### config.mk
export PLATFORM = sky130hd
export DESIGN_NAME = pc_fetch_ctrl_flat
export DESIGN_NICKNAME = d
export VERILOG_FILES = /design/src/rtl/y86_pkg.sv /design/src/rtl/pc_fetch_ctrl_if.sv /design/src/rtl/pc_fetch_ctrl_sat_counter.sv /design/src/rtl/pc_fetch_ctrl.sv /design/src/flat_wrapper.sv
export SDC_FILE = /design/constraint.sdc
export NUM_CORES = 1
export LEC_CHECK = 0
export ABC_AREA = 1
export BUFFER_PORTS_ARGS = -buffer_cell sky130_fd_sc_hd__buf_2
export CAP_MARGIN = 10
export CORE_MARGIN = 2
export CORE_UTILIZATION = 30
export CTS_CLUSTER_SIZE = 10
export DETAILED_ROUTE_END_ITERATION = 10
export GPL_TIMING_DRIVEN = 0
export PLACE_DENSITY = 0.63
export SLEW_MARGIN = 20
export SYNTH_ARGS = -nofsm -noshare
export SYNTH_HDL_FRONTEND = slang
export SYNTH_SLANG_ARGS = --single-unit
### constraint.sdc
create_clock -name clock -period 2.3 [get_ports clock]
set_input_delay 0.46 -clock clock [delete_from_list [all_inputs] [get_ports clock]]
set_output_delay 0.46 -clock clock [all_outputs]
set_load 0.05 [all_outputs]
### src/rtl/y86_pkg.sv
// Shared Y86 encodings for the SEQ datapath: icodes, status codes and the
// PC/status sequencer state type.
package y86_pkg;

  localparam logic [3:0] IHALT   = 4'h0;
  localparam logic [3:0] INOP    = 4'h1;
  localparam logic [3:0] IRRMOVQ = 4'h2;
  localparam logic [3:0] IIRMOVQ = 4'h3;
  localparam logic [3:0] IRMMOVQ = 4'h4;
  localparam logic [3:0] IMRMOVQ = 4'h5;
  localparam logic [3:0] IOPQ    = 4'h6;
  localparam logic [3:0] IJXX    = 4'h7;
  localparam logic [3:0] ICALL   = 4'h8;
  localparam logic [3:0] IRET    = 4'h9;
  localparam logic [3:0] IPUSHQ  = 4'hA;
  localparam logic [3:0] IPOPQ   = 4'hB;

  localparam logic [2:0] STAT_AOK = 3'd1;
  localparam logic [2:0] STAT_HLT = 3'd2;
  localparam logic [2:0] STAT_ADR = 3'd3;
  localparam logic [2:0] STAT_INS = 3'd4;

  typedef enum logic [1:0] {
    BOOT = 2'd0,
    RUN  = 2'd1,
    HALT = 2'd2,
    ERR  = 2'd3
  } pcf_state_t;

  // Highest icode that fetch may legally present.
  function automatic logic icode_legal(input logic [3:0] icode);
    return icode <= IPOPQ;
  endfunction

endpackage

### src/rtl/pc_fetch_ctrl_if.sv
// Fetch-side bundle between the SEQ datapath (master) and the PC/status
// sequencer (slave).
interface pc_fetch_ctrl_if #(
  parameter int CNT_W = 32
);
  logic [63:0]      pc_new;
  logic [3:0]       icode_f;
  logic             instr_valid;
  logic             imem_error;
  logic             stall;
  logic [63:0]      pc_val;
  logic [2:0]       stat;
  logic             running;
  logic [CNT_W-1:0] retired_count;

  modport master (
    output pc_new, icode_f, instr_valid, imem_error, stall,
    input  pc_val, stat, running, retired_count
  );

  modport slave (
    input  pc_new, icode_f, instr_valid, imem_error, stall,
    output pc_val, stat, running, retired_count
  );
endinterface

### src/rtl/pc_fetch_ctrl_sat_counter.sv
// Saturating up-counter holding the retired-instruction count; clr_n is an
// asynchronous active-low clear.
module sat_counter #(
  parameter int CNT_W = 32
) (
  input  logic             clock,
  input  logic             clr_n,
  input  logic             inc,
  output logic [CNT_W-1:0] count
);

  always_ff @(posedge clock or negedge clr_n) begin
    if (!clr_n) begin
      count <= '0;
    end else if (inc && (count != '1)) begin
      count <= count + CNT_W'(1);
    end
  end

endmodule

### src/rtl/pc_fetch_ctrl.sv
// PC register and Y86 status sequencer for SEQ. Optional macro
// PC_BOUNDS_CHECK_EN turns a next PC at or beyond MEM_BYTES into an ADR fault.
//
// state | meaning
// BOOT  | one cycle after reset, PC not updated
// RUN   | instructions commit on unstalled edges
// HALT  | halt retired, everything frozen until reset
// ERR   | ADR or INS fault, everything frozen until reset
module pc_fetch_ctrl
  import y86_pkg::*;
#(
  parameter logic [63:0] RESET_PC  = 64'h0,
  parameter int          MEM_BYTES = 1024,
  parameter int          CNT_W     = 32
) (
  input  logic clock,
  input  logic reset_n,
  pc_fetch_ctrl_if.slave bus
);

  localparam logic [63:0] MEM_LIMIT = 64'(MEM_BYTES);

  pcf_state_t  state;
  logic [63:0] pc_q;
  logic [2:0]  stat_q;
  logic        running_q;

  logic fault_adr;
  logic fault_ins;
  logic is_halt;
  logic active;
  logic retire;

`ifdef PC_BOUNDS_CHECK_EN
  assign fault_adr = bus.imem_error || (bus.pc_new >= MEM_LIMIT);
`else
  assign fault_adr = bus.imem_error;
`endif
  assign fault_ins = !bus.instr_valid || !icode_legal(bus.icode_f);
  assign is_halt   = (bus.icode_f == IHALT);
  assign active    = (state == RUN) && !bus.stall;
  // Halt retires too, so only the two fault classes suppress the count.
  assign retire    = active && !fault_adr && !fault_ins;

  always_ff @(posedge clock or negedge reset_n) begin
    if (!reset_n) begin
      state     <= BOOT;
      pc_q      <= RESET_PC;
      stat_q    <= STAT_AOK;
      running_q <= 1'b0;
    end else begin
      case (state)
        BOOT: begin
          state     <= RUN;
          running_q <= 1'b1;
        end
        RUN: begin
          if (!bus.stall) begin
            if (fault_adr) begin
              state     <= ERR;
              stat_q    <= STAT_ADR;
              running_q <= 1'b0;
            end else if (fault_ins) begin
              state     <= ERR;
              stat_q    <= STAT_INS;
              running_q <= 1'b0;
            end else if (is_halt) begin
              state     <= HALT;
              stat_q    <= STAT_HLT;
              running_q <= 1'b0;
            end else begin
              pc_q <= bus.pc_new;
            end
          end
        end
        HALT, ERR: begin
          running_q <= 1'b0;
        end
        default: begin
          state     <= ERR;
          running_q <= 1'b0;
        end
      endcase
    end
  end

  sat_counter #(
    .CNT_W (CNT_W)
  ) u_retired (
    .clock (clock),
    .clr_n (reset_n),
    .inc   (retire),
    .count (bus.retired_count)
  );

  assign bus.pc_val  = pc_q;
  assign bus.stat    = stat_q;
  assign bus.running = running_q;

endmodule
### src/flat_wrapper.sv
// flat-port wrapper written by rule: the top's interface ports become plain ports
module pc_fetch_ctrl_flat import y86_pkg::*;
#(
  parameter logic [63:0] RESET_PC  = 64'h0,
  parameter int          MEM_BYTES = 1024,
  parameter int          CNT_W     = 32
)
  (clock, reset_n, bus_pc_new, bus_icode_f, bus_instr_valid, bus_imem_error, bus_stall, bus_pc_val, bus_stat, bus_running, bus_retired_count);
  pc_fetch_ctrl_if #(.CNT_W(CNT_W)) bus_i ();
  input  logic clock;
  input  logic reset_n;
  input wire logic [$bits(bus_i.pc_new)-1:0] bus_pc_new;
  input wire logic [$bits(bus_i.icode_f)-1:0] bus_icode_f;
  input wire logic [$bits(bus_i.instr_valid)-1:0] bus_instr_valid;
  input wire logic [$bits(bus_i.imem_error)-1:0] bus_imem_error;
  input wire logic [$bits(bus_i.stall)-1:0] bus_stall;
  output wire logic [$bits(bus_i.pc_val)-1:0] bus_pc_val;
  output wire logic [$bits(bus_i.stat)-1:0] bus_stat;
  output wire logic [$bits(bus_i.running)-1:0] bus_running;
  output wire logic [$bits(bus_i.retired_count)-1:0] bus_retired_count;
  assign bus_i.pc_new = bus_pc_new;
  assign bus_i.icode_f = bus_icode_f;
  assign bus_i.instr_valid = bus_instr_valid;
  assign bus_i.imem_error = bus_imem_error;
  assign bus_i.stall = bus_stall;
  assign bus_pc_val = bus_i.pc_val;
  assign bus_stat = bus_i.stat;
  assign bus_running = bus_i.running;
  assign bus_retired_count = bus_i.retired_count;
  pc_fetch_ctrl #(.RESET_PC(RESET_PC), .MEM_BYTES(MEM_BYTES), .CNT_W(CNT_W)) u_core (.clock(clock), .reset_n(reset_n), .bus(bus_i));
endmodule
==> results of run 1 <==
==> final cells by class <==
type	instances	area, um^2
buffer	25	187.7
multi-input combinational	476	2076
clock buffer	10	229.0
fill	1654	9527
timing repair buffer	173	894.6
inverter	29	111.4
tap	216	270.3
clock inverter	6	93.84
sequential	102	2554
==> per-stage QoR <==
stage / hold WS (ps) / power, mW / setup TNS (ps)
2_1_floorplan: 164.4 / 2.008 / 0
3_3_place_gp: 433.4 / 2.149 / -44690
3_5_place_dp: 410.6 / 2.159 / 0
4_1_cts: 29.96 / 3.849 / 0
5_1_grt: 42.19 / 3.974 / 0
6_report: 17.80 / 3.791 / 0
==> synth_stat cells <==
library cell	instances
sky130_fd_sc_hd__nor2_4	2
sky130_fd_sc_hd__nor2_8	1
sky130_fd_sc_hd__nand3b_1	9
sky130_fd_sc_hd__nand2_2	1
sky130_fd_sc_hd__inv_2	3
sky130_fd_sc_hd__inv_1	25
sky130_fd_sc_hd__nand2_4	3
sky130_fd_sc_hd__o21ai_0	4
sky130_fd_sc_hd__nor2_1	52
sky130_fd_sc_hd__a21oi_1	5
sky130_fd_sc_hd__xnor2_1	5
sky130_fd_sc_hd__dfstp_2	1
sky130_fd_sc_hd__buf_4	8
sky130_fd_sc_hd__clkbuf_1	1
sky130_fd_sc_hd__nand4_1	7
sky130_fd_sc_hd__xor2_1	6
sky130_fd_sc_hd__buf_2	9
sky130_fd_sc_hd__nand2_1	297
sky130_fd_sc_hd__ha_1	1
sky130_fd_sc_hd__inv_4	1
sky130_fd_sc_hd__nor2_2	2
sky130_fd_sc_hd__buf_6	7
sky130_fd_sc_hd__nor3_1	1
sky130_fd_sc_hd__dfrtp_1	101
sky130_fd_sc_hd__nand3_1	80
==> worst register-to-register path, cell delays in order, from the launching register on <==
cell and delay, ps:
sky130_fd_sc_hd__dfrtp_1 450, sky130_fd_sc_hd__ha_1 220, sky130_fd_sc_hd__nand2_1 90, sky130_fd_sc_hd__nor2_4 190, sky130_fd_sc_hd__nand2_4 110, sky130_fd_sc_hd__nor3_1 510
sky130_fd_sc_hd__nand2_1 100, sky130_fd_sc_hd__nand2_1 80, sky130_fd_sc_hd__nand2_1 40
==> registers in the layout, summed over array words and instances (netlist names) <==
name / cells
u_core.bus.running: 1
u_core.bus.stat: 3
u_core.u_retired.count: 32
u_core.bus.pc_val: 64
u_core.state: 2
==> power by group through the flow <==
stage                     registers, mW  logic, mW  clock network, mW
after floorplan                    1.97     0.0341                  0
after global placement             1.87      0.278                  0
after detailed placement           1.87      0.288                  0
after CTS                          1.84      0.287               1.73
after global routing               1.84      0.309               1.82
final                              1.84      0.281               1.67
==> worst max-delay path by stage <==
stage | start | endpoint | slack (ps) | depth (start not counted)
after global routing | u_core.u_retired.count[0]$_DFFE_PN0P_ | u_core.u_retired.count[24]$_DFFE_PN0P_ | 250 | 8
after floorplan | u_core.u_retired.count[0]$_DFFE_PN0P_ | u_core.u_retired.count[13]$_DFFE_PN0P_ | 320 | 11
after CTS | u_core.u_retired.count[0]$_DFFE_PN0P_ | u_core.u_retired.count[0]$_DFFE_PN0P_ | 410 | 11
final | u_core.u_retired.count[0]$_DFFE_PN0P_ | u_core.u_retired.count[24]$_DFFE_PN0P_ | 400 | 8
after detailed placement | bus_icode_f[3] | u_core.bus.pc_val[16]$_DFFE_PN0P_ | 310 | 10
after global placement | reset_n | u_core.bus.pc_val[33]$_DFFE_PN0P_ | -450 | 1
==> logic make-up after synthesis <==
group                    Yosys count
AO/OA/AOI/OAI                      9
XOR/XNOR                          11
adder cells (fa/ha/maj)            1
buffers and inverters             54
flip-flops                       102
AND/OR/NAND/NOR                  455
==> per-layer routing <==
layer	track usage, %	vias to the layer above	wire [um]
met5	0	-	0
met1	21.04	2113	6142
met2	27.66	161	6407
met4	4.779	0	226
met3	6.459	16	1188
li1	-	2347	-
==> impl_summary.log, run 1 <==
[metrics] adder-cell area share of the yosys netlist: 0.2539%
[metrics] post-placement setup slack: a little over 300 ps
[metrics] layout cell share with drive strength beyond 1: 27.53%
[metrics] most common library cell in the layout ignoring fill and taps: sky130_fd_sc_hd__nand2_1
[metrics] top area cells in the synthesized netlist: sky130_fd_sc_hd__dfrtp_1 51%, sky130_fd_sc_hd__nand2_1 23%, sky130_fd_sc_hd__nand3_1 8.1%, sky130_fd_sc_hd__nor2_1 4.0%, sky130_fd_sc_hd__inv_1 1.9%
[metrics] Critical path buffers and inverters: 0
[metrics] Synth Area in XOR/XNOR: 1.955%
[metrics] Total Wirelength: 13.97 mm
[metrics] vias per inst: 4.472
[metrics] Cell Chain, Critical Path: ha_1 -> nand2_1 -> nor2_4 -> nand2_4 -> nor3_1 -> nand2_1 -> nand2_1 -> nand2_1
[metrics] average wire per standard cell: 13.47 um
[metrics] result of the run: finished, final reports clean
[metrics] finished layout cell area: 6416 um^2
[metrics] biggest cell delay along the critical path: between 500 and 600 ps
[metrics] largest buffer count on any clock path: 2
[metrics] count of cells along the worst register-to-register path: 8
[metrics] fraction of the mapped netlist area in simple logic gates: about two fifths
[metrics] Starting Density: a little under a third
[metrics] gate family responsible for the most delay along the worst path: simple AND/OR/NAND/NOR gates
[metrics] Compound-Gate Fraction of Synth Area: 0.9139%
[metrics] Logic pwr share: roughly 7.4%
[metrics] normalized max-slew margin: roughly three fifths
[metrics] multiplexer area fraction after synthesis: 0%
[metrics] number of unique standard cell types used by synthesis: 25
[metrics] utilization after layout: 40.24%
[metrics] highest fanout seen on the critical path: 6
[metrics] P per Cell Area: 590.9 nW/um^2
[metrics] antenna diode instance count: 0
[metrics] dominant cell type by count on the critical path: sky130_fd_sc_hd__nand2_1
[metrics] maximum number of pins on one net before global-route repair: 60
[metrics] half-perimeter wire length after placement: 10.54 mm
[metrics] total gr overflow: 0
[metrics] register share of total power: 48.5%
[metrics] Die H: roughly 130 um
[metrics] timing-limited maximum frequency: 525.9 MHz
[metrics] dominant combinational cell family by area after synthesis: simple AND/OR/NAND/NOR gates
[metrics] Cells after Synth: 632
[metrics] number of buffers inserted by post-CTS setup repair: 0
[metrics] CTS clk-pin slew, worst paths: 70 ps
[metrics] first-pass GRT wire length: 23.94 mm
[metrics] area of the placeable core: roughly 16,000 um^2
[metrics] commonest non-fill, non-tap cells in the layout: 297 x sky130_fd_sc_hd__nand2_1, 180 x sky130_fd_sc_hd__buf_2, 101 x sky130_fd_sc_hd__dfrtp_1
[metrics] Avg Cell Area, Syn: 7.798 um^2
[metrics] data required time at the worst endpoint: 2540 ps
[metrics] Die ar.: 17,470 um^2
[metrics] max-slew violation count: 0
[metrics] final standard cell count with taps included and fillers excluded: 1,037
[metrics] total number of vias: 4,637
[metrics] Tightest Hold Check Type: in -> async
[metrics] initial antenna violation count: 0
[metrics] placed insts: 1,021
[metrics] clock root buffer master: sky130_fd_sc_hd__clkbuf_16
[metrics] DRC violation total after the first TritonRoute iteration: 234
[metrics] start of the worst register-to-register path: u_core.u_retired.count[0]$_DFFE_PN0P_
[metrics] worst clock skew: roughly 7.8 ps
[metrics] number of buffers added by the clock tree synthesis step: 9
[metrics] crit path DAT: 2140 ps
[metrics] P_sw: 0.9244 mW
[metrics] endpoint of the worst-slack reg-to-reg timing path: u_core.u_retired.count[24]$_DFFE_PN0P_
[metrics] Hold Fails Final Rpt: 0
[metrics] sort of element at the end of the critical path: flop
[metrics] switching power share of the total: 24.38%
[metrics] Clk pwr share: ~44%
[metrics] FF-to-FF setup slack: roughly 400 ps
[metrics] number of H-tree levels: 3
[metrics] clock sink total: 102
[metrics] drc violations: 0
[metrics] num rows: 46
[metrics] Worst IR Drop VDD: 0.4105 mV
[metrics] width of the die: approximately 130 um
[metrics] count of input and output buffers: 172
[metrics] area share of the largest cell type after synthesis: 51.28%
[metrics] vias in the first global route: around 4,700
[metrics] layout-stage area growth over the synthesis result: 30.19%
[metrics] proportion of synthesized chip area in sequential cells: 51.82%
[metrics] Synth Net Count: between 700 and 800
[metrics] kind of launch point of the worst setup path: flop
[metrics] Antenna Violating Nets Remaining: 0
[metrics] gr usage total: 16.96%
[metrics] Final Wtd Congestion: approximately 0.85
[metrics] Tcrit/Tclk final: 82.67%
[metrics] Crit Path Class: reg -> reg
[metrics] worst-margin pin slew: 572.5 ps
[metrics] Cell Int Power: 2.867 mW
[metrics] insertion delay to the later sink of the worst-skew pair: 350 ps
[metrics] hold-fix buffers at CTS: 0
[metrics] nets@finish: 890
[metrics] number of iterations in the first detailed-routing pass: 5
[metrics] I/O pin count: between 150 and 200
[metrics] post_cts resized: 0
[metrics] Max-Cap Viols: 0
[metrics] setup repair after global routing missed its margin: false
[metrics] leakage power figure: 3.665 nW
[metrics] final setup vio count: 0
[metrics] crit path setup slack, layout: approximately 400 ps
[metrics] Synth Register Bits: 102
[metrics] clock tree from TritonCTS: built
[metrics] highest-delay cell along the critical path: sky130_fd_sc_hd__nor3_1
[metrics] number of warnings reported in the yosys synthesis log: 0
[metrics] Cell Area, Placed: between 6000 and 7000 um^2
[metrics] most area-hungry cell type in the Yosys netlist: sky130_fd_sc_hd__dfrtp_1
[metrics] shortest period the worst path allows: ~1900 ps
[metrics] Post-Syn Area: 4928 um^2
No activity file was read; power rests on OpenSTA's default activity.
==> run 2: changes to the inputs <==
--- a/config.mk
+++ b/config.mk
@@ -13,7 +13,7 @@
 export CTS_CLUSTER_SIZE = 10
 export DETAILED_ROUTE_END_ITERATION = 10
 export GPL_TIMING_DRIVEN = 0
-export PLACE_DENSITY = 0.63
+export PLACE_DENSITY = 0.65
 export SLEW_MARGIN = 20
 export SYNTH_ARGS = -nofsm -noshare
 export SYNTH_HDL_FRONTEND = slang
==> constraint.sdc (replaced) <==
create_clock -name clock -period 1.5 [get_ports clock]
set_input_delay 0.3 -clock clock [delete_from_list [all_inputs] [get_ports clock]]
set_output_delay 0.3 -clock clock [all_outputs]
set_load 0.05 [all_outputs]
==> impl_summary.log, run 2 (same netlist as run 1, synthesis figures left out) <==
[metrics] drc violations: 0 (unchanged)
[metrics] maximum number of pins on one net before global-route repair: 75 (+25%)
[metrics] uppermost routed layer: met4
[metrics] gate family responsible for the most delay along the worst path: simple AND/OR/NAND/NOR gates
[metrics] Hold Fails Final Rpt: 0 (unchanged)
[metrics] Crit Path Class: reg -> reg
[metrics] sort of element at the end of the critical path: flop
[metrics] Starting Density: 30.91% (unchanged)
[metrics] number of buffers added by the clock tree synthesis step: 9 (unchanged)
[metrics] I/O pin count: 173 (unchanged)
[metrics] most common library cell in the layout ignoring fill and taps: sky130_fd_sc_hd__nand2_1
[metrics] layout-stage area growth over the synthesis result: 61.92%
[metrics] Final Wtd Congestion: 0.8365 (-1.8%)
[metrics] clock sink total: 102 (unchanged)
[metrics] CTS clk-pin slew, worst paths: 90 ps (+20 ps)
[metrics] worst-margin pin slew: 408.6 ps (-163.9 ps)
[metrics] vias per inst: 4.629 (+3.5%)
[metrics] Worst IR Drop VDD: 0.4926 mV (+20%)
[metrics] Max-Cap Viols: 0 (unchanged)
[metrics] crit path setup slack, layout: -138.9 ps (-537.4 ps)
[metrics] insertion delay to the later sink of the worst-skew pair: 360 ps (about the same)
[metrics] final setup vio count: 69 (+69)
[metrics] vias in the first global route: 4,659 (+0.15%)
[metrics] DRC violation total after the first TritonRoute iteration: 272 (+16%)
[metrics] setup repair after global routing missed its margin: true
[metrics] Cell Area, Placed: 6140 um^2 (+0.76%)
[metrics] leakage power figure: 4.212 nW (+15%)
[metrics] largest buffer count on any clock path: 2 (unchanged)
[metrics] FF-to-FF setup slack: -140 ps (-540 ps)
[metrics] Total Wirelength: 16.44 mm (+18%)
[metrics] clock tree from TritonCTS: built
[metrics] total number of vias: 5,059 (+9.1%)
[metrics] Critical path buffers and inverters: 2 (+2)
[metrics] dominant cell type by count on the critical path: sky130_fd_sc_hd__nand2_4
[metrics] shortest period the worst path allows: 1639 ps (-262.6 ps)
[metrics] Die ar.: 17,470 um^2 (unchanged)
[metrics] length of routed met3 wiring: 847 um (-29%)
[metrics] normalized max-slew margin: 72.76% (+11 points)
[metrics] total gr overflow: 0 (unchanged)
[metrics] Post-Route Setup TNS: -4216 ps (-4216 ps)
[metrics] antenna diode instance count: 0 (unchanged)
[metrics] kind of launch point of the worst setup path: flop
[metrics] utilization after layout: 50.05% (+9.8 points)
[metrics] count of input and output buffers: 172 (unchanged)
[metrics] finished layout cell area: 7980 um^2 (+24%)
[metrics] max-slew violation count: 0 (unchanged)
[metrics] half-perimeter wire length after placement: 10.18 mm (-3.4%)
[metrics] biggest cell delay along the critical path: 390 ps (-120 ps)
[metrics] P per Cell Area: 718.0 nW/um^2 (+22%)
[metrics] number of H-tree levels: 3 (unchanged)
[metrics] flip-flop count of the largest register after layout: 64 (unchanged)
[metrics] Tcrit/Tclk final: 109.3% (+27 points)
[metrics] Die H: 132.2 um (unchanged)
[metrics] commonest non-fill, non-tap cells in the layout: 197 x sky130_fd_sc_hd__nand2_1, 177 x sky130_fd_sc_hd__buf_2, 79 x sky130_fd_sc_hd__nand2_2
[metrics] highest fanout seen on the critical path: 7 (+1)
[metrics] layout cell share with drive strength beyond 1: 51.08% (+24 points)
[metrics] data required time at the worst endpoint: 1790 ps (-750 ps)
[metrics] post-placement setup slack: -306.3 ps (-616.5 ps)
[metrics] crit path DAT: 1930 ps (-210 ps)
[metrics] timing-limited maximum frequency: 610.2 MHz (+16%)
[metrics] violated checks: setup timing
[metrics] PnR Total Power: 5.730 mW (+51%)
[metrics] num rows: 46 (unchanged)
[metrics] Antenna Violating Nets Remaining: 0 (unchanged)
[metrics] nets@finish: 946 (+6.3%)
[metrics] area of the placeable core: 15,940 um^2 (unchanged)
[metrics] gr usage total: 16.90% (-0.057 points)
[metrics] worst clock skew: 10.18 ps (+2.359 ps)
[metrics] number of iterations in the first detailed-routing pass: 4 (-1)
[metrics] highest-delay cell along the critical path: sky130_fd_sc_hd__dfrtp_2
[metrics] width of the die: 132.2 um (unchanged)
[metrics] metal2 WL: 8.224 mm (+28%)
[metrics] first-pass GRT wire length: 23.76 mm (-0.78%)
[metrics] met1 wire length: 7.094 mm (+15%)
[metrics] Cell Chain, Critical Path: ha_4 -> nand2_4 -> nor2_4 -> nand2_4 -> nor2_8 -> nand2_4 -> nand2_8 -> buf_12 -> clkbuf_16 -> nand2_1 -> nand2_1
[metrics] Tightest Hold Check Type: in -> reg
[metrics] initial antenna violation count: 0 (unchanged)
[metrics] result of the run: finished with violations
[metrics] clock root buffer master: sky130_fd_sc_hd__clkbuf_16
[metrics] average wire per standard cell: 15.04 um (+12%)
## run 2: per-layer routing
layer,vias up,GRT usage [%]
li1,2480,-
met1,2410,22.13
met2,149,27.98
met3,20,3.499
met4,0,5.615
met5,-,0
## run 2: final cells by class
cell class	instances	area [um^2]
buffer	25	310.3
clock buffer	9	225.2
clock inverter	7	86.33
fill	1494	7963
inverter	29	132.6
multi-input combinational	478	2686
sequential	102	2589
tap	216	270.3
timing repair buffer	227	1680
## run 2: power by group
part / internal [mW] / total [mW] / switching, mW
sequential: 2.79 / 2.82 / 0.0310
combinational: 0.142 / 0.468 / 0.326
clock: 1.20 / 2.44 / 1.24
## run 2: repair_timing
item                                   in CTS  in global routing
endpoints found under the hold margin      27                  0
setup buffers                              16                 18
setup endpoints to repair                  96                 93
gates cloned                                2                 19
pin swaps                                  14                 42
gates resized for setup                    59                164
hold buffers                                1                  0
## run 2: stage by stage
| step | cells | hold slack, ps |
|---|---|---|
| 2_1_floorplan | 632 | 4.409 |
| 3_3_place_gp | 1020 | 431.4 |
| 3_5_place_dp | 1021 | 195.8 |
| 4_1_cts | 1056 | 147.6 |
| 5_1_grt | 1093 | 161.8 |
| 6_report | 1093 | 160.8 |
## run 2: path summary, 6_finish.rpt
kind	start	endpoint	depth (start not counted)
worst max-delay path	u_core.u_retired.count[1]$_DFFE_PN0P_	u_core.u_retired.count[3]$_DFFE_PN0P_	11
worst min-delay path	bus_pc_new[33]	u_core.bus.pc_val[33]$_DFFE_PN0P_	3
worst max register to register	u_core.u_retired.count[1]$_DFFE_PN0P_	u_core.u_retired.count[3]$_DFFE_PN0P_	11
worst min register to register	u_core.state[1]$_DFFE_PN0P_	u_core.bus.running$_DFFE_PN0P_	1
max in group asynchronous	reset_n	u_core.bus.pc_val[40]$_DFFE_PN0P_	3
min in group asynchronous	reset_n	u_core.u_retired.count[29]$_DFFE_PN0P_	2
## run 2: worst register-to-register path, stage by stage (launching register included)
cell and delay, ps:
sky130_fd_sc_hd__dfrtp_2 390, sky130_fd_sc_hd__ha_4 150, sky130_fd_sc_hd__nand2_4 50, sky130_fd_sc_hd__nor2_4 180
sky130_fd_sc_hd__nand2_4 110, sky130_fd_sc_hd__nor2_8 110, sky130_fd_sc_hd__nand2_4 90, sky130_fd_sc_hd__nand2_8 110
sky130_fd_sc_hd__buf_12 140, sky130_fd_sc_hd__clkbuf_16 150, sky130_fd_sc_hd__nand2_1 50, sky130_fd_sc_hd__nand2_1 50
